## config.mk

```make
export PLATFORM = sky130hd
export DESIGN_NAME = lsu
export DESIGN_NICKNAME = d
export VERILOG_FILES = /design/src/rtl/lsu_pkg.sv /design/src/rtl/lsu_align.sv /design/src/rtl/lsu.sv
export SDC_FILE = /design/constraint.sdc
export NUM_CORES = 1
export LEC_CHECK = 0
export CAP_MARGIN = 5
export CORE_MARGIN = 1
export CORE_UTILIZATION = 41
export CTS_BUF_LIST = sky130_fd_sc_hd__clkbuf_4 sky130_fd_sc_hd__clkbuf_8 sky130_fd_sc_hd__clkbuf_16
export DETAILED_ROUTE_END_ITERATION = 12
export PLACE_DENSITY = 0.77
export SLEW_MARGIN = 10
export SYNTH_ARGS = -nofsm -noshare
export SYNTH_HDL_FRONTEND = slang
export SYNTH_HIERARCHICAL = 1
export SYNTH_SLANG_ARGS = --single-unit
export TNS_END_PERCENT = 10
```

## constraint.sdc

```tcl
create_clock -name clk -period 3.56 [get_ports clk]
set_clock_uncertainty 0.1 [all_clocks]
set_input_delay 0.356 -clock clk [delete_from_list [all_inputs] [get_ports clk]]
set_output_delay 0.356 -clock clk [all_outputs]
set_load 0.005 [all_outputs]
```

## src/rtl/lsu_pkg.sv

```systemverilog
// Shared types for the load/store unit: RV32I funct3 encodings, FSM states, error codes.
package lsu_pkg;

    localparam logic [2:0] F3_LB  = 3'b000;
    localparam logic [2:0] F3_LH  = 3'b001;
    localparam logic [2:0] F3_LW  = 3'b010;
    localparam logic [2:0] F3_LBU = 3'b100;
    localparam logic [2:0] F3_LHU = 3'b101;
    localparam logic [2:0] F3_SB  = 3'b000;
    localparam logic [2:0] F3_SH  = 3'b001;
    localparam logic [2:0] F3_SW  = 3'b010;

    typedef enum logic [1:0] {
        IDLE = 2'd0,
        REQ  = 2'd1,
        WAIT = 2'd2,
        RESP = 2'd3
    } lsu_state_e;

    typedef enum logic [1:0] {
        NONE       = 2'd0,
        MISALIGNED = 2'd1,
        TIMEOUT    = 2'd2
    } lsu_err_e;

    function automatic logic funct3_legal(input logic is_store, input logic [2:0] funct3);
        if (is_store)
            return funct3 inside {F3_SB, F3_SH, F3_SW};
        return funct3 inside {F3_LB, F3_LH, F3_LW, F3_LBU, F3_LHU};
    endfunction

endpackage

```

## src/rtl/lsu_align.sv

```systemverilog
// Byte-lane steering: enables, store-data replication, alignment check and load extraction.
// Purely combinational; no state, no backpressure.
module lsu_align
    import lsu_pkg::*;
(
    input  logic        is_store,
    input  logic [2:0]  funct3,
    input  logic [1:0]  addr_lo,
    input  logic [31:0] wdata,
    input  logic [31:0] rdata,
    output logic [3:0]  be,
    output logic [31:0] wdata_rep,
    output logic        bad,
    output logic [31:0] load_data
);

    logic [7:0]  rbyte;
    logic [15:0] rhalf;

    always_comb begin
        case (addr_lo)
            2'd0:    rbyte = rdata[7:0];
            2'd1:    rbyte = rdata[15:8];
            2'd2:    rbyte = rdata[23:16];
            default: rbyte = rdata[31:24];
        endcase
        rhalf = addr_lo[1] ? rdata[31:16] : rdata[15:0];
    end

    // bad covers both misalignment and encodings that are neither a legal load nor store
    always_comb begin
        be        = 4'b0000;
        wdata_rep = wdata;
        bad       = !funct3_legal(is_store, funct3);
        case (funct3[1:0])
            2'b00: begin
                be        = 4'b0001 << addr_lo;
                wdata_rep = {4{wdata[7:0]}};
            end
            2'b01: begin
                be        = addr_lo[1] ? 4'b1100 : 4'b0011;
                wdata_rep = {2{wdata[15:0]}};
                if (addr_lo[0])
                    bad = 1'b1;
            end
            2'b10: begin
                be = 4'b1111;
                if (addr_lo != 2'b00)
                    bad = 1'b1;
            end
            default: bad = 1'b1;
        endcase
    end

    always_comb begin
        case (funct3)
            F3_LB:   load_data = {{24{rbyte[7]}}, rbyte};
            F3_LBU:  load_data = {24'd0, rbyte};
            F3_LH:   load_data = {{16{rhalf[15]}}, rhalf};
            F3_LHU:  load_data = {16'd0, rhalf};
            default: load_data = rdata;
        endcase
    end

endmodule

```

## src/rtl/lsu.sv

```systemverilog
// RV32I load/store unit: one access at a time from execute to data memory and back to writeback.
// Best case 2 cycles accept-to-result; mem_req held until mem_gnt, out_valid held until out_ready.
module lsu
    import lsu_pkg::*;
#(
    parameter int TIMEOUT_CYCLES = 255
) (
    input  logic        clk,
    input  logic        rst_n,
    input  logic        in_valid,
    output logic        in_ready,
    input  logic        in_is_store,
    input  logic [2:0]  in_funct3,
    input  logic [31:0] in_addr,
    input  logic [31:0] in_wdata,
    output logic        mem_req,
    input  logic        mem_gnt,
    output logic        mem_we,
    output logic [3:0]  mem_be,
    output logic [31:0] mem_addr,
    output logic [31:0] mem_wdata,
    input  logic        mem_rvalid,
    input  logic [31:0] mem_rdata,
    output logic        out_valid,
    input  logic        out_ready,
    output logic [31:0] out_rdata,
    output logic [1:0]  out_err
);

    localparam logic [7:0] CNT_LAST = 8'(TIMEOUT_CYCLES - 1);

    lsu_state_e  state;
    logic [7:0]  cnt;
    logic        is_store_q;
    logic [2:0]  funct3_q;
    logic [1:0]  addr_lo_q;

    logic        sel_in;
    logic        a_store;
    logic [2:0]  a_funct3;
    logic [1:0]  a_lo;
    logic [3:0]  a_be;
    logic [31:0] a_wdata;
    logic        a_bad;
    logic [31:0] a_load;
    logic        timed_out;

    // One aligner serves both ends: incoming fields while idle, captured fields while in flight
    assign sel_in   = (state == IDLE);
    assign a_store  = sel_in ? in_is_store : is_store_q;
    assign a_funct3 = sel_in ? in_funct3 : funct3_q;
    assign a_lo     = sel_in ? in_addr[1:0] : addr_lo_q;

    assign timed_out = (cnt == CNT_LAST);

    lsu_align u_align (
        .is_store  (a_store),
        .funct3    (a_funct3),
        .addr_lo   (a_lo),
        .wdata     (in_wdata),
        .rdata     (mem_rdata),
        .be        (a_be),
        .wdata_rep (a_wdata),
        .bad       (a_bad),
        .load_data (a_load)
    );

    always_ff @(posedge clk) begin
        if (!rst_n) begin
            state      <= IDLE;
            cnt        <= 8'd0;
            is_store_q <= 1'b0;
            funct3_q   <= 3'd0;
            addr_lo_q  <= 2'd0;
            in_ready   <= 1'b1;
            mem_req    <= 1'b0;
            mem_we     <= 1'b0;
            mem_be     <= 4'd0;
            mem_addr   <= 32'd0;
            mem_wdata  <= 32'd0;
            out_valid  <= 1'b0;
            out_rdata  <= 32'd0;
            out_err    <= NONE;
        end else begin
            case (state)
                IDLE: begin
                    if (in_valid) begin
                        is_store_q <= in_is_store;
                        funct3_q   <= in_funct3;
                        addr_lo_q  <= in_addr[1:0];
                        in_ready   <= 1'b0;
                        cnt        <= 8'd0;
                        if (a_bad) begin
                            state     <= RESP;
                            out_valid <= 1'b1;
                            out_err   <= MISALIGNED;
                            out_rdata <= 32'd0;
                        end else begin
                            state     <= REQ;
                            mem_req   <= 1'b1;
                            mem_we    <= in_is_store;
                            mem_be    <= a_be;
                            mem_addr  <= {in_addr[31:2], 2'b00};
                            mem_wdata <= a_wdata;
                        end
                    end
                end
                REQ: begin
                    if (mem_gnt && mem_rvalid) begin
                        mem_req   <= 1'b0;
                        state     <= RESP;
                        out_valid <= 1'b1;
                        out_err   <= NONE;
                        out_rdata <= is_store_q ? 32'd0 : a_load;
                    end else if (timed_out) begin
                        // a grant in the last cycle is abandoned; its response is ignored later
                        mem_req   <= 1'b0;
                        state     <= RESP;
                        out_valid <= 1'b1;
                        out_err   <= TIMEOUT;
                        out_rdata <= 32'd0;
                    end else begin
                        cnt <= cnt + 8'd1;
                        if (mem_gnt) begin
                            mem_req <= 1'b0;
                            state   <= WAIT;
                        end
                    end
                end
                WAIT: begin
                    if (mem_rvalid) begin
                        state     <= RESP;
                        out_valid <= 1'b1;
                        out_err   <= NONE;
                        out_rdata <= is_store_q ? 32'd0 : a_load;
                    end else if (timed_out) begin
                        state     <= RESP;
                        out_valid <= 1'b1;
                        out_err   <= TIMEOUT;
                        out_rdata <= 32'd0;
                    end else begin
                        cnt <= cnt + 8'd1;
                    end
                end
                RESP: begin
                    if (out_ready) begin
                        state     <= IDLE;
                        out_valid <= 1'b0;
                        in_ready  <= 1'b1;
                    end
                end
                default: state <= IDLE;
            endcase
        end
    end

endmodule

```

Yosys cells after proc, flatten, opt, wreduce, memory -nomap -nowiden
Index checks and enable logic that the tools add are counted.
{"block": "totals", "in_bits": 106, "reg_bits": 120, "elab_cells": 115}
{"block": "op_classes", "eq_ne": 20, "muxes": 58, "addsub": 1, "reduce_logical": 20, "n_bitwise": 1, "n_shift": 1}
{"operator": "$mux 32", "n": 6}
{"operator": "$pmux 32 s4", "n": 1}
{"operator": "$pmux 32 s3", "n": 1}
{"operator": "$pmux 32 s2", "n": 1}
{"operator": "$pmux 8 s3", "n": 2}
{"operator": "$mux 8", "n": 4}
{"operator": "$mux 2", "n": 14}
{"operator": "$mux 1", "n": 19}
{"operator": "$mux 16", "n": 1}
{"operator": "$pmux 4 s3", "n": 1}
{"operator": "$reduce_and 3->1", "n": 4}
{"operator": "$reduce_and 4->1", "n": 3}
{"operator": "$ne 2x2->1 const B", "n": 5}
{"operator": "$add 8x1->8 const B", "n": 1}
{"operator": "$eq 2x2->1 const B", "n": 4}
{"operator": "$eq 8x8->1 const B", "n": 1}
{"operator": "$pmux 2 s4", "n": 1}
{"operator": "$eq 2x1->1 const B", "n": 3}
{"operator": "$eq 3x3->1 const B", "n": 2}
{"operator": "$logic_not 2->1", "n": 3}
{"operator": "$pmux 2 s3", "n": 1}
{"operator": "$reduce_bool 2->1", "n": 3}
{"operator": "$reduce_bool 3->1", "n": 2}
{"operator": "$reduce_bool 5->1", "n": 1}
{"operator": "other kinds (16)", "n": 17}

Logic depth before layout (Yosys ltp)
Gate-level depths: netlist (run 1).
{"block": "depth", "depth_word": 12, "ltp_mapped": 17}

Hierarchy
The synthesis (run 1) kept the hierarchy.
{"module": "lsu", "instances": 1, "area_each_um2": 4745.8, "cells_per_inst": 587}
{"module": "lsu_align", "instances": 1, "area_each_um2": 1079.8, "cells_per_inst": 149}

Least setup slack after synthesis (run 1)
OpenSTA, ideal clock, no wires.
{"block": "synth_timing", "path_kind": "register -> register", "startpoint": "register state[0]", "endpoint": "register out_rdata[21]", "path_stages_with_launch": 18, "n_path_buf": 6, "t_arrival_ns": 3.573, "required_time_ns": 3.341, "setup_ns": 0.119, "slack_ns": -0.232, "path_cell_list": "dfxtp_1 > inv_1 > ha_1 > buf_6 > clkbuf_1 > mux2_2 > inv_1 > ha_1 > clkbuf_1 > clkbuf_1 > buf_1 > a31oi_1 > o21ai_0 > a21boi_2 > or2_1 > a21oi_2 > buf_2 > o21ai_1"}
{"block": "synth_between", "elab_chain_cells": 11, "word_cells_on_any_way": 38, "classes_between": "eq/ne (12); mux (16); reduce/logical (10)"}
{"item": "start: declaration", "line_no": "lsu.sv:32", "source": "lsu_state_e state;"}
{"item": "start signal: assignment", "line_no": "lsu.sv:70", "source": "state <= IDLE;"}
{"item": "start signal: assignment", "line_no": "lsu.sv:94", "source": "state <= RESP;"}
{"item": "start signal: assignment", "line_no": "lsu.sv:99", "source": "state <= REQ;"}
{"item": "$logic_not 2->1 (*)", "line_no": "lsu.sv:49", "source": "assign sel_in = (state == IDLE);"}
{"item": "$mux 3 (*)", "line_no": "lsu.sv:51", "source": "assign a_funct3 = sel_in ? in_funct3 : funct3_q;"}
{"item": "net a_funct3[0]", "line_no": "lsu.sv:40", "source": "logic [2:0] a_funct3;"}
{"item": "$eq 3x1->1, or another cell as far along", "line_no": "lsu_pkg.sv:28, lsu_pkg.sv:29"}
{"item": "$reduce_bool 3->1", "line_no": "lsu_pkg.sv:28", "source": "return funct3 inside {F3_SB, F3_SH, F3_SW};"}
{"item": "$mux 1", "line_no": "lsu_pkg.sv:27", "source": "if (is_store)"}
{"item": "$mux 1", "line_no": "lsu_pkg.sv:29", "source": "return funct3 inside {F3_LB, F3_LH, F3_LW, F3_LBU, F3_LHU};"}
{"item": "$logic_not 1->1", "line_no": "lsu_align.sv:34", "source": "bad = !funct3_legal(is_store, funct3);"}
{"item": "$mux 1 (on tied branches)", "line_no": "lsu_align.sv:48, lsu_align.sv:43"}
{"item": "$pmux 1 s3 (*)", "line_no": "lsu_align.sv:35", "source": "case (funct3[1:0])"}
{"item": "net a_bad", "line_no": "lsu.sv:44", "source": "logic a_bad;"}
{"item": "$ne 2x1->1 (no line) (*)"}
{"item": "$reduce_and 3->1 (no line) (*)"}
{"item": "end signal: assignment", "line_no": "lsu.sv:114", "source": "out_rdata <= is_store_q ? 32'd0 : a_load;"}
{"item": "end signal: assignment", "line_no": "lsu.sv:135", "source": "out_rdata <= is_store_q ? 32'd0 : a_load;"}
{"item": "end: declaration", "line_no": "lsu.sv:26", "source": "output logic [31:0] out_rdata,"}
Mark *: on every way through the listed nets, which the timed path passes. The rest lies on a longest branch. The select of a mux whose other input is x is not followed.
A chain may end at the register's enable or synchronous reset.

Worst setup path after layout (run 1)
{"block": "layout_timing", "startpoint": "register state[0]", "endpoint": "register mem_addr[3]"}
{"block": "layout_between", "elab_chain_cells": 11, "word_cells_on_any_way": 24, "classes_between": "eq/ne (6); mux (9); bitwise (1); reduce/logical (8)"}
{"item": "$logic_not 2->1 (*)", "line_no": "lsu.sv:49"}
{"item": "$mux 3 (*)", "line_no": "lsu.sv:51"}
{"item": "net a_funct3[0]", "line_no": "lsu.sv:40"}
{"item": "$eq 3x1->1, or another cell as far along", "line_no": "lsu_pkg.sv:28, lsu_pkg.sv:29"}
{"item": "$reduce_bool 3->1", "line_no": "lsu_pkg.sv:28"}
{"item": "$mux 1", "line_no": "lsu_pkg.sv:27"}
{"item": "$mux 1", "line_no": "lsu_pkg.sv:29"}
{"item": "$logic_not 1->1", "line_no": "lsu_align.sv:34"}
{"item": "$mux 1 (on tied branches)", "line_no": "lsu_align.sv:48, lsu_align.sv:43"}
{"item": "$pmux 1 s3 (*)", "line_no": "lsu_align.sv:35"}
{"item": "net a_bad", "line_no": "lsu.sv:44"}
{"item": "$not 1->1 (no line) (*)"}
{"item": "$reduce_and 3->1 (no line) (*)"}
{"item": "end signal: assignment", "line_no": "lsu.sv:103", "source": "mem_addr <= {in_addr[31:2], 2'b00};"}
{"item": "end: declaration", "line_no": "lsu.sv:20", "source": "output logic [31:0] mem_addr,"}
Marked as above.

==> results.md, run 1 <==
* Biggest area contributors in the synthesized netlist: dfxtp_1, nand2_1, a21oi_1
* Final Setup Violations at 0
* HP Class: flip-flop to flip-flop
* Worst Hold Slack at around 340 ps
* Maximum clock rate at 299 MHz
* Final-report max-slew violation count at 0
* Number of synthesized flops with an enable pin at 0
* Leakage at ~3.3 nW
* Largest net degree at the start of global routing at between 60 and 70
* Sink Count at 120
* Post-route ant nets at 0
* Post-cts sizing count at 0
* FP Rows at 43
* Critical Path RT at ~3700 ps
* Global-route wire length before repair at 29,000 µm
* Overall routed net length at 18,600 µm
* Die Height at around 120 µm
* Residual DRC count at 0
* MaxCap Viol Count at 0
* Clock latency on the worst-skew pair at about 410 ps
* CP endpoint kind: flip-flop
* Post-CTS Setup Bufs at 0
* Seq/Total Area, Yosys at 41.2%
* Peak supply drop at roughly 510 µV
* Layout cells sized above 1 at approximately 8.5%
* H-tree depth at 4
* Post-Layout Cell Count at 1,112
* Minimum clock period at roughly 3300 ps
* Comb pwr share at between 40% and 50%
* Status: completed
* RSZ-0062 raised after global routing: false
* Synth Warn # at 6
* Top cells by count, synth: nand2_1, dfxtp_1, a21oi_1
* Synth Register Bits at 120
* Vias per inst at between 5 and 6
* Final #Nets at 1,038
* Vias in the first global route at 5,690
* Total die area at roughly 15,000 µm²
* I/O pin count at roughly 210
* Total GRT Usage at 25.6%
* Switching share of total power at a little over a third
* Root Buffer: clkbuf_16
* Hold buffer count at CTS at 0
* Count leader, synth: nand2_1
* Netlist cell types at 62
* CP Data Arrival Time at approximately 3500 ps
* DRT iter0 DRCs at between 300 and 400
* Main synth FF type: dfxtp_1
* Slew @ Worst Pin at approximately 760 ps
* Ant. Diodes at 0
* Mean Syn Cell Area at approximately 7.9 µm²
* Core Area at between 10,000 and 15,000 µm²
* Final Hold Viols at 0
* Setup TNS at 0 ps
* Clk pwr share at between 20% and 30%
* Top-area cell type share of the netlist area at roughly two fifths
* Number of I/O port buffers at around 210
* Critical Path Max Stage Delay at roughly 400 ps
* NetSw at between 2 and 2.5 mW
* Pwr/cell area at between 700 and 800 nW/µm²
* Area grow syn2layout at 49.1%
* Final Cell Area at ~8700 µm²
* Hpwl dp at approximately 13,000 µm
* CTS clk-pin slew, worst paths at around 60 ps
* Placer Congestion at between 0.8 and 0.9
* Slew HR at around 48%
* Mapped Cells at around 740
* Crit Path Class: flip-flop to flip-flop
* CP Cell Sequence: inv_1, ha_1, mux2_2, inv_1, ha_1, nor2_2, a221oi_1, o21ai_0, buf_4, nand3b_1, buf_12, nand2_1, a21oi_1
* CTS tree: done
* Synthesized area at between 5000 and 6000 µm²
* Routed len/inst at 16.7 µm
* Detailed-route via count at about 6,000
* Crit share post-route at approximately 94%
* Clk buf depth at 2
* DP Area at 8030 µm²
* Dominant cell type by area after synthesis: dfxtp_1
* Worst Path Max Fanout at 67
* CP max-delay cell: mux2_2
* Gr ovfl total at 0
* Post-synth ARST share at 0%
* DR pass1 iterations at 5
* Initial antenna violation count at 0
* Inst Count DP at around 1,100
* Power Total at 6.54 mW
* Seq pwr share at 26.9%
* Internal at roughly 4.2 mW
* Initial core utilization at between 40% and 50%
* Die Wd at 121 µm
* TritonCTS Buffers at 17
* Crit start category: flip-flop
flip-flops by register name (all words and copies together) (netlist names):
name and flops:
mem_addr 30, state 2, mem_wdata 32, mem_be 4
in_ready 1, out_err 2, mem_req 1, addr_lo_q 2
is_store_q 1, out_rdata 32, funct3_q 3, mem_we 1
cnt 8, out_valid 1
cells by family (layout without fill, tap and decap cells):
group | after synthesis | in the layout | synth area share, %
flops | 120 | 120 | 41.2
other cells | 1 | 2 | 0.0644
fa+ha+maj | 13 | 13 | 2.79
buf+inv | 78 | 273 | 6.44
compound gates | 212 | 212 | 23.3
mux | 25 | 25 | 4.83
simple gates | 287 | 287 | 21.3
power groups by stage:
stage	Combinational (mW)	Clock [mW]	Sequential [mW]
2_1_floorplan	1.73	0	1.79
3_3_place_gp	2.82	0	1.78
3_5_place_dp	2.84	0	1.79
4_1_cts	2.87	1.93	1.76
5_1_grt	3.15	1.99	1.80
6_report	2.88	1.90	1.76
layer usage:
metal | vias to the layer above | part of all wire, % | wire length, µm | global-route usage, %
li1 | 2921 | - | - | -
met1 | 2791 | 41 | 7690 | 30.5
met2 | 226 | 47 | 8730 | 40.9
met3 | 52 | 8.3 | 1550 | 8.36
met4 | 0 | 3.4 | 640 | 13.3
met5 | - | 0 | 0 | 0
placed cells by master, fill, tap and decap left out, types with 5 or more instances in the layout:
cell / instances
clkdlybuf4s50_1: 209
nand2_1: 197
dfxtp_1: 120
a21oi_1: 90
nand3_1: 42
o21ai_1: 33
a21o_1: 20
clkbuf_16: 17
nor2_1: 16
inv_1: 15
mux2_2: 15
a221o_1: 15
ha_1: 13
buf_4: 11
mux2i_1: 9
a22oi_1: 8
a22o_1: 8
o21ai_0: 7
or4_1: 6
o31ai_1: 5
bufinv_16: 5
buf_12: 5
through the flow:
stage / utilization [%] / setup slack (ps)
2_1_floorplan: - / 70.6
3_3_place_gp: 57.9 / 405
3_5_place_dp: 57.9 / 273
4_1_cts: 62.6 / 267
5_1_grt: 62.6 / 8.28
6_report: 62.6 / 213
worst paths after layout:
kind,startpoint,slack (ps),to,cells after the start
worst min-delay path,out_rdata[10],340,out_rdata[10],2
worst max register to register,state[0],210,mem_addr[3],13
worst min register to register,out_rdata[10],340,out_rdata[10],2
worst max-delay path,state[0],210,mem_addr[3],13
cell type report:
cell class / instances / area [µm²]
flip-flops and latches: 120 / 2400
clock inverters: 14 / 220
multi-input cells: 539 / 3070
fillers: 1238 / 5190
well taps: 180 / 225
inverters: 16 / 60.1
clock buffers: 18 / 433
repair buffers: 225 / 2270
critical path: cells and delay by family (launching register included):
family          cells  cell delay (ps)
compound gates      3              540
fa+ha+maj           2              660
buf+inv             4              690
flops               1              360
mux                 1              400
simple gates        3              410
(Power assumes the default switching activity.)
==> inputs of run 2 (changes only) <==
- CORE_UTILIZATION: 41 -> 45
- RECOVER_POWER: unset -> 50
- clock period: 3.56 -> 3.57 ns (I/O delays scaled with it)
==> results.md, run 2 (synthesized netlist as in run 1, its figures left out) <==
* Minimum clock period at roughly 3300 ps
* Hold path depth at 2
* CTS clk-pin slew, worst paths at about 50 ps
* Peak supply drop at ~400 µV
* Maximum clock rate at 305 MHz
* Leakage at about 3.6 nW
* Routed len/inst at 16.7 µm
* Setup TNS at 0 ps
* MaxCap Viol Count at 0
* HP Class: flip-flop to flip-flop
* Crit Path Class: flip-flop to flip-flop
* Switching share of total power at between 30 and 40%
* Most common cell after layout, fill and taps aside: nand2_1
* Inst Count DP at around 1,100
* DR pass1 iterations at 5
* Layout cells sized above 1 at approximately 8.7%
* Clock latency on the worst-skew pair at ~410 ps
* CTS tree: done
* FF+latch area at 2400 µm²
* Detailed-route via count at between 6,000 and 7,000
* Gr ovfl total at 0
* Flop2flop setup slack at ~300 ps
* Global-route wire length before repair at between 20,000 and 30,000 µm
* Initial antenna violation count at 0
* Die Wd at 116 µm
* Number of I/O port buffers at 209
* Die Height at about 120 µm
* Residual DRC count at 0
* Total die area at ~13,000 µm²
* Post-route ant nets at 0
* Seq pwr share at 27.6%
* Final #Nets at approximately 1,000
* TritonCTS Buffers at 17
* Internal at 4.08 mW
* Final-report max-slew violation count at 0
* CP Data Arrival Time at approximately 3500 ps
* Largest net degree at the start of global routing at 69
* Area grow syn2layout at 48.2%
* Status: completed
* Worst Path Max Fanout at 67
* Clk buf depth at 2
* Hpwl dp at 13,400 µm
* Final Setup Violations at 0
* Comb pwr share at 43.3%
* FP Rows at between 40 and 50
* Area of the multi-input gates at slightly above 3000 µm²
* Clk pwr share at between 20% and 30%
* Sink Count at 120
* Crit start category: flip-flop
* Core Area at 12,600 µm²
* Crit share post-route at between 90% and 100%
* Largest regs: mem_wdata (32), out_rdata (32), mem_addr (30)
* Pwr/cell area at around 730 nW/µm²
* RSZ-0062 raised after global routing: false
* DRT iter0 DRCs at 505
* Final Hold Viols at 0
* Leading cell types in the layout, fill and taps excluded: nand2_1, dfxtp_1, clkdlybuf4s50_1
* Placer Congestion at approximately 0.91
* CP max-delay cell: buf_6
* Filler cell count at 1,065
* Ant. Diodes at 0
* CP Cell Sequence: inv_1, ha_1, mux2_2, inv_1, ha_1, nor2_2, a221oi_1, o21ai_0, buf_4, nand3b_1, buf_6, nand2_1, a21oi_1
* CP endpoint kind: flip-flop
* Critical Path Max Stage Delay at roughly 430 ps
* Hold buffer count at CTS at 0
* Critical Path RT at around 3800 ps
* NetSw at about 2.3 mW
* Vias per inst at around 5.4
* Slew @ Worst Pin at 747 ps
* Root Buffer: clkbuf_16
* FF-to-FF path depth at 13
* Post-Layout Cell Count at 1,107
* Total GRT Usage at between 20% and 30%
* I/O pin count at ~210
* Power Total at between 6 and 7 mW
* Initial core utilization at a little under half
* Slew HR at about 49%
* Vias in the first global route at roughly 5,700
* Overall routed net length at between 15,000 and 20,000 µm
* H-tree depth at 4
-- run 2: changes by cell type in the layout (fill, tap and decap cells not counted), sizes merged --
cell | before | now
clkdlybuf4s50 | 209 | 105
bufinv | 5 | 4
dlygate4sd3 | 0 | 104
buf | 16 | 19
clkbuf | 18 | 24
clkinv | 5 | 3
inv | 19 | 16
-- run 2: routing by layer --
layer / up-vias / routed length (µm) / track usage (%)
met1: 2839 / 7610 / 34.5
met5: - / 0 / 0
li1: 2925 / - / -
met3: 38 / 1550 / 9.47
met2: 229 / 8810 / 44.9
met4: 0 / 502 / 11.7
-- run 2: what timing repair did --
action	4_1_cts	5_1_grt
endpoints found under the setup margin	0	67
gates resized for setup	0	1
setup buffers	0	0
-- run 2: layout make-up --
class / count / share of cell area, %
Tap cell: 172 / 2.49
Inverter: 16 / 0.695
Sequential cell: 120 / 27.8
Timing Repair Buffer: 228 / 26.1
Clock buffer: 24 / 5.75
Multi-Input combinational cell: 539 / 35.5
Clock inverter: 8 / 1.65
-- run 2: per-stage QoR --
stage,utilization [%],worst slack [ps],hold slack (ps),area (µm²)
6_report,68.4,297,343,8640
5_1_grt,68.4,50.4,369,8640
4_1_cts,68.4,189,351,8630
3_5_place_dp,63.4,235,342,8000
3_3_place_gp,63.4,439,339,8000
2_1_floorplan,-,80.6,334,5840
-- run 2: worst paths after layout --
path            startpoint       endpoint
max reg2reg       state[0]    mem_addr[9]
min reg2reg  out_rdata[25]  out_rdata[25]
max               state[0]    mem_addr[9]
min          out_rdata[25]  out_rdata[25]
-- run 2: power by group through the flow --
| stage | clock network [mW] | logic (mW) | registers (mW) |
|---|---|---|---|
| after CTS | 1.86 | 2.82 | 1.76 |
| after global placement | 0 | 2.73 | 1.77 |
| after detailed placement | 0 | 2.80 | 1.78 |
| after floorplan | 0 | 1.72 | 1.79 |
| after global routing | 1.93 | 3.02 | 1.78 |
| final | 1.84 | 2.74 | 1.75 |
-- run 2: critical path, delay by kind of cell, from the launching register on --
| family | cells | cell delay, ps |
|---|---|---|
| and+or+nand+nor | 3 | 430 |
| adders and majority gates | 2 | 530 |
| AOI/OAI and AO/OA | 3 | 580 |
| muxes | 1 | 280 |
| buffers and inverters | 4 | 820 |
| DFF | 1 | 420 |
==> inputs of run 3 (changes only) <==
- SLEW_MARGIN: 10 -> 5
==> results of run 3 <==
Final layout, timing and power as in run 2 (identical DEF).
